File: config.mk
export PLATFORM = sky130hd
export DESIGN_NAME = c8051_int_ctrl
export DESIGN_NICKNAME = d
export VERILOG_FILES = /design/src/rtl/c8051_int_ctrl.sv
export SDC_FILE = /design/constraint.sdc
export NUM_CORES = 1
export LEC_CHECK = 0
export CAP_MARGIN = 20
export CORE_MARGIN = 10
export CORE_UTILIZATION = 37
export CTS_CLUSTER_SIZE = 8
export DETAILED_ROUTE_END_ITERATION = 12
export PLACE_DENSITY = 0.76
export SLEW_MARGIN = 20
export SYNTH_ARGS = -nofsm -noshare
export SYNTH_HDL_FRONTEND = slang
export SYNTH_SLANG_ARGS = --single-unit
File: constraint.sdc
create_clock -name clock -period 1.75 [get_ports clock]
set_input_delay 0.2625 -clock clock [delete_from_list [all_inputs] [get_ports clock]]
set_output_delay 0.2625 -clock clock [all_outputs]
set_load 0.005 [all_outputs]
File: src/rtl/c8051_int_ctrl.sv
// 8051 interrupt scheduler: polls five sources against IE/IP, presents one
// request plus its vector to the core, and tracks in-service levels for nesting.
module c8051_int_ctrl #(
  parameter logic [15:0] VEC_BASE   = 16'h0003,
  parameter int unsigned VEC_STRIDE = 8,
  parameter logic [4:0]  CLR_MASK   = 5'b01111
) (
  input  logic        clock,
  input  logic        reset,
  input  logic [4:0]  src_pend,
  input  logic [7:0]  ie_reg,
  input  logic [4:0]  ip_reg,
  input  logic        int_inhibit,
  input  logic        int_ack,
  input  logic        int_reti,
  output logic        int_req,
  output logic [15:0] int_vector,
  output logic [4:0]  int_clr,
  output logic [1:0]  in_service
);

  // state | meaning
  // IDLE  | no request presented; waiting for an eligible, uninhibited source
  // REQ   | int_req asserted; winner re-arbitrated every cycle until ack/withdrawal
  typedef enum logic {ST_IDLE, ST_REQ} state_t;

  state_t      state_q, state_d;
  logic        int_req_q, int_req_d;
  logic [15:0] int_vector_q, int_vector_d;
  logic [4:0]  int_clr_q, int_clr_d;
  logic [1:0]  in_service_q, in_service_d;
  logic [2:0]  idx_q, idx_d;
  logic        lvl_q, lvl_d;
  logic        skip_q, skip_d;

  logic [4:0]  elig, hi_cand, lo_cand, cand;
  logic        sel_valid, sel_hi;
  logic [2:0]  sel_idx;
  logic [15:0] sel_vec;
  logic [1:0]  ins_ret;

  always_comb begin
    elig      = src_pend & ie_reg[4:0] & {5{ie_reg[7]}};
    hi_cand   = elig & ip_reg & {5{~in_service_q[1]}};
    lo_cand   = elig & ~ip_reg & {5{in_service_q == 2'b00}};
    sel_hi    = |hi_cand;
    cand      = sel_hi ? hi_cand : lo_cand;
    sel_valid = |cand;
    sel_idx   = 3'd0;
    for (int i = 4; i >= 0; i--) begin
      if (cand[i]) sel_idx = 3'(i);
    end
    sel_vec = VEC_BASE + 16'(sel_idx) * 16'(VEC_STRIDE);
  end

  always_comb begin
    state_d      = state_q;
    int_req_d    = int_req_q;
    int_vector_d = int_vector_q;
    int_clr_d    = 5'b00000;
    idx_d        = idx_q;
    lvl_d        = lvl_q;
    skip_d       = 1'b0;

    // RETI retires the innermost level before any same-cycle ack sets one
    ins_ret = in_service_q;
    if (int_reti) begin
      if (in_service_q[1]) ins_ret[1] = 1'b0;
      else                 ins_ret[0] = 1'b0;
    end
    in_service_d = ins_ret;

    case (state_q)
      ST_IDLE: begin
        // skip_q holds off one cycle after ack so the cleared flag can settle
        if (sel_valid && !int_inhibit && !skip_q) begin
          state_d      = ST_REQ;
          int_req_d    = 1'b1;
          int_vector_d = sel_vec;
          idx_d        = sel_idx;
          lvl_d        = sel_hi;
        end
      end
      ST_REQ: begin
        if (int_ack) begin
          in_service_d[lvl_q] = 1'b1;
          int_clr_d    = (5'b00001 << idx_q) & CLR_MASK;
          state_d      = ST_IDLE;
          int_req_d    = 1'b0;
          int_vector_d = 16'h0000;
          skip_d       = 1'b1;
        end else if (sel_valid) begin
          int_vector_d = sel_vec;
          idx_d        = sel_idx;
          lvl_d        = sel_hi;
        end else begin
          state_d      = ST_IDLE;
          int_req_d    = 1'b0;
          int_vector_d = 16'h0000;
        end
      end
      default: begin
        state_d      = ST_IDLE;
        int_req_d    = 1'b0;
        int_vector_d = 16'h0000;
      end
    endcase
  end

  always_ff @(posedge clock or negedge reset) begin
    if (!reset) begin
      state_q      <= ST_IDLE;
      int_req_q    <= 1'b0;
      int_vector_q <= 16'h0000;
      int_clr_q    <= 5'b00000;
      in_service_q <= 2'b00;
      idx_q        <= 3'd0;
      lvl_q        <= 1'b0;
      skip_q       <= 1'b0;
    end else begin
      state_q      <= state_d;
      int_req_q    <= int_req_d;
      int_vector_q <= int_vector_d;
      int_clr_q    <= int_clr_d;
      in_service_q <= in_service_d;
      idx_q        <= idx_d;
      lvl_q        <= lvl_d;
      skip_q       <= skip_d;
    end
  end

  assign int_req    = int_req_q;
  assign int_vector = int_vector_q;
  assign int_clr    = int_clr_q;
  assign in_service = in_service_q;

endmodule

# --- After elaboration in Yosys (flattened, before gate mapping) ---
# Cells that the tools add are included.
op_classes:
  n_reduce_logical: 10
  n_eq_ne: 4
  order_cmp: 2
  muxes: 36
  n_div: 0
  n_mul: 0
  n_bitwise: 10
  shifts: 1
  addsub: 1
op_table:
  columns: ["operator", "count"]
  rows:
  - ["16-bit one-hot mux with 2 select lines", 1]
  - ["5-bit AND", 6]
  - ["3-bit 2-to-1 mux", 8]
  - ["16-bit 2-to-1 mux", 1]
  - ["7-bit 2-to-1 mux", 2]
  - ["1-bit 2-to-1 mux", 13]
  - ["5-bit OR reduction", 2]
  - ["4-bit 2-to-1 mux", 2]
  - ["2-bit by 6-bit adder with 7-bit output, first input constant", 1]
  - ["2-bit 2-to-1 mux", 3]
  - ["1-bit one-hot mux with 2 select lines", 3]
  - ["3-bit one-hot mux with 2 select lines", 1]
  - ["5-bit 2-to-1 mux", 1]
  - ["5-bit NOT", 1]
  - ["2-bit != test, second input constant", 2]
  - ["1-bit by 3-bit left shift with 4-bit output, first input constant", 1]
  - ["1-bit logical AND", 3]
  - ["3-bit != test, second input constant", 1]
  - ["3-bit AND reduction", 1]
  - ["1-bit logical NOT", 2]
  - ["2-bit logical NOT", 1]
  - ["1-bit by 2-bit less-than comparator with 1-bit output, second input constant", 1]
  - ["2-bit by 1-bit != test with 1-bit output, second input constant", 1]
  - ["1-bit NOT", 2]
  - ["4 further kinds", 4]
word_totals:
  memories: 0
  ff_bits: 30
  romBits: 0
  latchBits: 0
  mem_bits_rw: 0
  output_inout_bits: 24
  word_cells: 72

# --- Logic depth before layout (Yosys ltp) ---
# Gate-level depths: netlist (run 1).
depth:
  depth_word: 15
  depth_mapped: 6

# --- Worst setup path after synthesis (run 1) ---
# Ideal clock, no wire load.
synth_path:
  path_type: "flip-flop to flip-flop"
  startpoint: "register in_service_q[1], in the netlist in_service[1]"
  endpoint: "register idx_q[2]"
  path_stages_with_launch: 6
  n_path_buf: 0
  path_slack_ps: 18
  arrival_time_ps: 1611
  setup_time_ps: 121
  required_ps: 1629
  path_cell_list: "dfrtp_1 -> nor2_1 -> nand2_1 -> a2111o_1 -> a21o_2 -> a22o_1"
synth_between:
  elab_chain_len: 12
  word_cells_on_any_way: 21
  classes_between: "2 x eq/ne; 10 x mux; 3 x bitwise; 6 x reduce/logical"
synth_rtl:
  columns: ["item", "line_no", "text"]
  rows:
  - ["start: declaration", "31", "logic [1:0] in_service_q, in_service_d;"]
  - ["start signal: assignment", "125", "in_service_q <= in_service_d;"]
  - ["1-bit NOT", "44", "hi_cand = elig & ip_reg & {5{~in_service_q[1]}};"]
  - ["5-bit AND", "44", null]
  - ["5-bit OR reduction", "46", "sel_hi = |hi_cand;"]
  - ["5-bit 2-to-1 mux *", "47", "cand = sel_hi ? hi_cand : lo_cand;"]
  - ["3-bit 2-to-1 mux (5 in a row)", "51", "if (cand[i]) sel_idx = 3'(i);"]
  - ["3-bit 2-to-1 mux", "92", "end else if (sel_valid) begin"]
  - ["3-bit 2-to-1 mux", "85", "if (int_ack) begin"]
  - ["3-bit one-hot mux with 2 select lines", "73", "case (state_q)"]
  - ["end signal: assignment", "126", "idx_q <= idx_d;"]
  - ["end: declaration", "32", "logic [2:0] idx_q, idx_d;"]
# Every way passes the cells marked *; elsewhere a longest branch is shown, timed or not. The select of a mux whose other input is x is not followed.
# A chain may end at the register's enable or synchronous reset.

# --- Worst setup path in the final report (run 1) ---
layout_path:
  startpoint: "input ip_reg[4]"
  endpoint: "register idx_q[1]"
layout_between:
  elab_chain_len: 11
  word_cells_on_any_way: 21
  classes_between: "2 x eq/ne; 9 x mux; 5 x bitwise; 5 x reduce/logical"
layout_rtl:
  columns: ["item", "line_no", "text"]
  rows:
  - ["start: declaration", "12", "input logic [4:0] ip_reg,"]
  - ["5-bit AND (2 in a row)", "44", null]
  - ["5-bit OR reduction", "46", null]
  - ["5-bit 2-to-1 mux *", "47", null]
  - ["3-bit 2-to-1 mux (4 in a row)", "51", null]
  - ["3-bit 2-to-1 mux", "92", null]
  - ["3-bit 2-to-1 mux", "85", null]
  - ["3-bit one-hot mux with 2 select lines", "73", null]
# Marked as above.

==> impl_metrics.py, run 1 <==
metrics = {
    "status": {
        "outcome": "finished clean",
    },
    "drt": {
        "dr_total_vias": 1007,
        "remaining_drc_errors": 0,
        "drt_pre_antenna_iters": 4,
        "drt_wl_total_mm": 3.16,
        "antenna_left": 0,
        "vias_per_cell": 5.14,
        "detailedRoute.firstIterationViolations": 27,
        "routed_wire_length_per_instance_um": 16.1,
    },
    "yosys": {
        "synthFlopType": "sky130_fd_sc_hd__dfrtp_1",
        "share_of_synthesized_flip_flops_with_an_asynchronous_set_or_reset_pct": 100,
        "post-synth-top-area-cell": "sky130_fd_sc_hd__dfrtp_1",
        "synth_cell_types": 33,
        "synth-edff-count": 0,
        "synth_adder_area_share_pct": 0,
        "synthXorXnorAreaFrac_pct": 0,
        "synth_top_area_share_pct": 41.7,
        "dominant_combinational_cell_family_by_area_after_synthesis": "simple AND/OR/NAND/NOR gates",
        "post_synth_instance_area_um2": 1020,
        "ys_warn_count": 0,
        "syn_avg_cell_area_um2": 9.44,
        "post_synth_and_or_nand_nor_area_fraction_pct": 25.4,
        "post_synth_main_area_contributors": "sky130_fd_sc_hd__dfrtp_1 42%, sky130_fd_sc_hd__buf_4 9.6%, sky130_fd_sc_hd__and4b_2 4.4%",
        "ys_seq_elements": 17,
        "postSynthCellCount": 108,
        "synth_seq_area_share_pct": 41.7,
        "synth_compound_gate_area_share_pct": 21.1,
        "muxShareOfSynthArea_pct": 0,
    },
    "clock_network": {
        "cts_num_sinks": 17,
        "worst_skew_pair.late_latency_ns": 0.29,
        "clock_tree.buffer_depth": 2,
        "cts_made_buffers": 3,
        "clk_pin_slew_worst_paths_ns": 0.09,
        "ctsRootBufferMaster": "sky130_fd_sc_hd__clkbuf_4",
        "htree_num_levels": 1,
        "cts_tree": "built",
    },
    "place": {
        "dp_worst_setup_slack_ns": -0.511,
        "gp_congestion": 0.840,
        "placed_cell_area_um2": 1490,
        "numPlacedInstances": 190,
        "place_hpwl_mm": 2.44,
        "place.port_buffers": 32,
    },
    "critical_path": {
        "critical_path.max_fanout": 6,
        "end_kind": "register",
        "worst_r2r_path_depth": 5,
        "required_ns": 1.94,
        "cp_data_arrival_time_ns": 1.92,
        "start_kind": "primary input",
        "criticalPathCategory": "in -> reg",
    },
    "floorplanning": {
        "std_cell_rows": 18,
        "dieArea_um2": 5260,
        "design.portCount": 47,
        "core_region_area_um2": 2540,
        "die_height_um": 72.5,
        "chipWidth_um": 72.5,
        "initial_core_util_pct": 40.1,
    },
    "finish": {
        "post-route-util_pct": 63.5,
        "mostFrequentLayoutCells": "24 x sky130_fd_sc_hd__buf_4, 19 x sky130_fd_sc_hd__clkdlybuf4s50_1, 16 x sky130_fd_sc_hd__dfrtp_1",
        "area_grow_syn2layout_pct": 58.4,
        "final_area_um2": 1620,
        "layout.filler_cells": 222,
        "sequential_cell_area_um2": 427,
        "layout.nets": 190,
        "n_antenna_cell": 0,
        "layout_commonest_cell": "sky130_fd_sc_hd__buf_4",
        "final_standard_cell_count_with_taps_included_and_fillers_excluded": 196,
        "multiInputGateArea_um2": 621,
        "layout-drive-gt1-share_pct": 33.1,
    },
    "sta": {
        "unrepaired_setup_endpoints_after_global_routing": "yes",
        "layout_worst_path_cycle_share_pct": 99.0,
        "achievable-frequency_mhz": 577,
        "finalWorstSetupSlack_ns": 0.0172,
        "timing_hold_violations_final": 0,
        "fin_worst_skew_ns": 0.00113,
        "report.final.setup_viol": 0,
        "drv_slew": 0,
        "fin_crit_ns": 1.73,
    },
    "global_routing": {
        "grt_usage_pct": 11.8,
        "busiest_layer": "met2",
        "grt_overflow_total": 0,
        "global_route.usage.met1_pct": 13.7,
        "globalRouteMet2Util_pct": 19.5,
        "grt_start_max_net_pins": 18,
        "grt_pass1_vias": 1073,
        "global_route_wire_length_before_repair_mm": 5.12,
        "antenna_found_initial": 0,
        "use_met3_pct": 5.71,
    },
    "min_path": {
        "worst_hold_path_type": "in -> async",
    },
    "power_and_ir_drop": {
        "design_power_total_mw": 1.33,
        "max-vdd-ir-drop_mv": 0.792,
        "power.static_leakage_nw": 0.759,
        "power.density_cell_area_nw_per_um2": 823,
    },
    "job": {
        "drv_cap": 0,
    },
}
==> through the flow <==
stage	hold slack [ns]	setup TNS, ns
5_1_grt	0.286	-0.271
3_5_place_dp	0.498	-4.42
6_report	0.285	0
3_3_place_gp	0.489	-4.10
2_1_floorplan	-0.0331	0
4_1_cts	0.289	0
==> logic make-up after synthesis <==
| family | count (synthesis) |
|---|---|
| AO/OA/AOI/OAI | 30 |
| buffers and inverters | 18 |
| flip-flops | 17 |
| other | 1 |
| AND/OR/NAND/NOR | 42 |
==> where the power goes <==
group          internal (mW)  switching, mW  leakage (nW)
sequential             0.483         0.0862         0.222
combinational          0.319          0.235         0.519
clock                 0.0851          0.121        0.0177
total                  0.887          0.442         0.759
==> layer usage <==
metal  up-vias  wire [um]  part of all wire [%]
li1        496          -                     -
met1       472       1240                    39
met2        36       1580                    50
met3         3        325                    10
met4         0          9                  0.28
met5         -          0                     0
==> timing repair <==
action	in CTS	in global routing
hold buffers	0	0
pin swaps	13	2
buffers inserted	1	1
endpoints found under the setup margin	8	7
cloned	0	0
gates resized for setup	31	7
==> sequential cells by signal (all words and copies together), names as in the netlist <==
register    cells
idx_q           3
in_service      2
int_clr         4
int_req         1
int_vector      4
lvl_q           1
skip_q          1
state_q         1
==> critical path, stage by stage <==
cell and delay (ns):
sky130_fd_sc_hd__clkdlybuf4s50_1 0.40, sky130_fd_sc_hd__inv_1 0.11, sky130_fd_sc_hd__nand4_1 0.16, sky130_fd_sc_hd__a2111o_1 0.51
sky130_fd_sc_hd__a21o_4 0.25, sky130_fd_sc_hd__a21o_2 0.21
==> area by class of cell <==
class                           count  share of cell area (%)
Multi-Input combinational cell     84                    38.4
Timing Repair Buffer               56                    30.0
Sequential cell                    17                    26.4
Tap cell                           30                    2.32
Clock buffer                        3                    1.39
Inverter                            5                    1.16
Clock inverter                      1                   0.310
==> path summary, 6_finish.rpt <==
kind | start | end | slack [ns]
max | ip_reg[4] | idx_q[1]$_DFFE_PN0P_ | 0.02
min | reset | in_service[0]$_DFF_PN0_ | 0.28
max reg2reg | in_service[1]$_DFF_PN0_ | idx_q[1]$_DFFE_PN0P_ | 0.04
min reg2reg | lvl_q$_DFFE_PN0P_ | in_service[0]$_DFF_PN0_ | 0.52
max in group asynchronous | reset | in_service[1]$_DFF_PN0_ | 1.27
min in group clock | lvl_q$_DFFE_PN0P_ | in_service[0]$_DFF_PN0_ | 0.52
==> Yosys cell counts, drive strengths merged (3+ instances only) <==
cell	count
dfrtp	17
buf	13
nand2	11
nor2	7
o21ai	7
a21oi	5
inv	5
and4b	4
nand3	4
nor3	4
nor4	3
Power figures use the tool's default switching activity.
==> run 2, diff against run 1 <==
--- a/config.mk
+++ b/config.mk
@@ -6,11 +6,12 @@
 export NUM_CORES = 1
 export LEC_CHECK = 0
 export CAP_MARGIN = 20
-export CORE_MARGIN = 10
+export CORE_MARGIN = 4
 export CORE_UTILIZATION = 37
 export CTS_CLUSTER_SIZE = 8
 export DETAILED_ROUTE_END_ITERATION = 12
 export PLACE_DENSITY = 0.76
+export SETUP_SLACK_MARGIN = 0.05
 export SLEW_MARGIN = 20
 export SYNTH_ARGS = -nofsm -noshare
 export SYNTH_HDL_FRONTEND = slang
==> run 2 against run 1 <==
Clock skew is essentially flat. Maximum frequency grew 2.9%. Routed wire length shrank 14%. Non-clock buffer count shrank 1. Setup slack gained 0.048 ns. Critical path type unchanged. Core utilization grew 0.49 points. Count of clock-buffer cells in the layout grew 1. Sequential power shrank 2%. First-iteration DRC count shrank 26%. Register-to-register slack gained 0.03 ns. Total power grew 0.83%. Via count grew 4.1%.
==> impl_metrics.py, run 2 (synthesis results as in run 1) <==
metrics = {
    "place": {
        "placed_cell_area_um2": 1470,
        "gp_congestion": 0.839,
        "numPlacedInstances": 188,
        "place.port_buffers": 32,
        "place_hpwl_mm": 2.10,
    },
    "floorplanning": {
        "die_height_um": 60.5,
        "initial_core_util_pct": 40.1,
        "chipWidth_um": 60.5,
        "std_cell_rows": 18,
        "design.portCount": 47,
        "dieArea_um2": 3660,
        "core_region_area_um2": 2540,
    },
    "sta": {
        "timing_hold_violations_final": 0,
        "report.final.setup_viol": 0,
        "drv_slew": 0,
        "fin_crit_ns": 1.68,
        "hold_ws_ns": 0.293,
        "achievable-frequency_mhz": 594,
        "fin_worst_skew_ns": 0.00139,
        "unrepaired_setup_endpoints_after_global_routing": "yes",
        "layout_worst_path_cycle_share_pct": 96.3,
    },
    "finish": {
        "layout.nets": 189,
        "mostFrequentLayoutCells": "22 x sky130_fd_sc_hd__buf_4, 19 x sky130_fd_sc_hd__clkdlybuf4s50_1, 17 x sky130_fd_sc_hd__dfrtp_1",
        "final_standard_cell_count_with_taps_included_and_fillers_excluded": 195,
        "layout_commonest_cell": "sky130_fd_sc_hd__buf_4",
        "sequential_cell_area_um2": 425,
        "layout.filler_cells": 208,
        "layout-drive-gt1-share_pct": 32.1,
        "final_area_um2": 1630,
        "n_antenna_cell": 0,
        "area_grow_syn2layout_pct": 59.6,
        "multiInputGateArea_um2": 639,
    },
    "global_routing": {
        "grt_pass1_vias": 961,
        "grt_start_max_net_pins": 18,
        "global_route_wire_length_before_repair_mm": 4.29,
        "antenna_found_initial": 0,
        "grt_overflow_total": 0,
        "grt_usage_pct": 15.5,
    },
    "clock_network": {
        "hold_fix_buffers_cts": 0,
        "worst_skew_pair.late_latency_ns": 0.29,
        "clk_pin_slew_worst_paths_ns": 0.09,
        "cts_made_buffers": 3,
        "clock_tree.buffer_depth": 2,
        "cts_tree": "built",
        "ctsRootBufferMaster": "sky130_fd_sc_hd__clkbuf_4",
        "cts_num_sinks": 17,
        "htree_num_levels": 1,
    },
    "power_and_ir_drop": {
        "power.static_leakage_nw": 0.756,
        "power.density_cell_area_nw_per_um2": 823,
        "max-vdd-ir-drop_mv": 0.863,
    },
    "drt": {
        "antenna_left": 0,
        "dr_total_vias": 1048,
        "drt_pre_antenna_iters": 4,
        "drt_wl_total_mm": 2.73,
        "vias_per_cell": 5.37,
        "detailedRoute.firstIterationViolations": 20,
        "remaining_drc_errors": 0,
        "routed_wire_length_per_instance_um": 14.0,
    },
    "critical_path": {
        "criticalPathCategory": "in -> reg",
        "critical_path.max_fanout": 6,
        "start_kind": "primary input",
        "critical_path.top_delay_family": "compound AO/OA/AOI/OAI gates",
        "worst_r2r_path_depth": 5,
        "required_ns": 1.93,
        "cell_by_cell_listing_of_the_critical_path": "dlygate4sd2_1, and4b_2, nor4_4, a2111o_1, a21o_4, a22o_1",
        "worst-r2r-setup-slack_ns": 0.07,
        "timing.rr.start": "in_service[1]$_DFF_PN0_",
        "worstPathBufferInverterCount": 1,
        "crit_slowest_cell": "sky130_fd_sc_hd__a2111o_1",
        "cp_data_arrival_time_ns": 1.87,
        "end_kind": "register",
        "timing.critical_path.slowest_cell_delay_ns": 0.47,
        "worstReg2RegEnd": "idx_q[2]$_DFFE_PN0P_",
    },
    "min_path": {
        "worst_hold_path_type": "in -> async",
    },
    "status": {
        "outcome": "finished clean",
    },
    "job": {
        "drv_cap": 0,
    },
}
[run 2: worst max path at each step]
stage                       startpoint                        end  slack, ns  depth (start not counted)
2_1_floorplan  in_service[1]$_DFF_PN0_  int_vector[4]$_DFFE_PN0P_       0.05                          6
3_3_place_gp                 ie_reg[7]       idx_q[2]$_DFFE_PN0P_      -0.49                          6
3_5_place_dp                 ie_reg[7]  int_vector[1]$_DFFE_PN0P_      -0.51                          8
4_1_cts        in_service[1]$_DFF_PN0_  int_vector[4]$_DFFE_PN0P_       0.04                          6
5_1_grt        in_service[1]$_DFF_PN0_       idx_q[2]$_DFFE_PN0P_      -0.03                          6
6_report                     ie_reg[7]       idx_q[2]$_DFFE_PN0P_       0.07                          6
[run 2: power breakdown]
part | total, mW | switching (mW) | internal [mW]
Sequential | 0.560 | 0.0774 | 0.483
Clock | 0.205 | 0.116 | 0.0887
Combinational | 0.575 | 0.241 | 0.334
Total | 1.34 | 0.435 | 0.905
[run 2: metrics by stage]
| step | TNS [ns] | total power [mW] | worst slack [ns] | util (%) |
|---|---|---|---|---|
| after detailed placement | -4.41 | 1.07 | -0.513 | 57.9 |
| after floorplan | 0 | 0.799 | 0.0508 | - |
| final | 0 | 1.34 | 0.0653 | 64.0 |
| after global placement | -4.30 | 1.06 | -0.493 | 57.9 |
| after CTS | 0 | 1.31 | 0.0425 | 61.8 |
| after global routing | -0.0642 | 1.44 | -0.0285 | 64.0 |
[run 2: final cells by class]
type,count,share of cell area (%)
well taps,30,2.31
repair buffers,55,29.5
flip-flops and latches,17,26.1
inverters,5,1.15
clock buffers,4,1.61
multi-input cells,84,39.3
[run 2: routing by layer]
| layer | vias up | wire length [um] | track usage [%] |
|---|---|---|---|
| li1 | 500 | - | - |
| met1 | 515 | 1230 | 21.9 |
| met2 | 33 | 1300 | 24.4 |
| met3 | 0 | 190 | 5.11 |
| met4 | 0 | 0 | 1.24 |
| met5 | - | 0 | 0 |
[run 2: repair_timing]
item | 4_1_cts | 5_1_grt
gates resized for setup | 30 | 9
setup endpoints to repair | 10 | 8
setup buffers | 1 | 2
pin swaps | 14 | 7
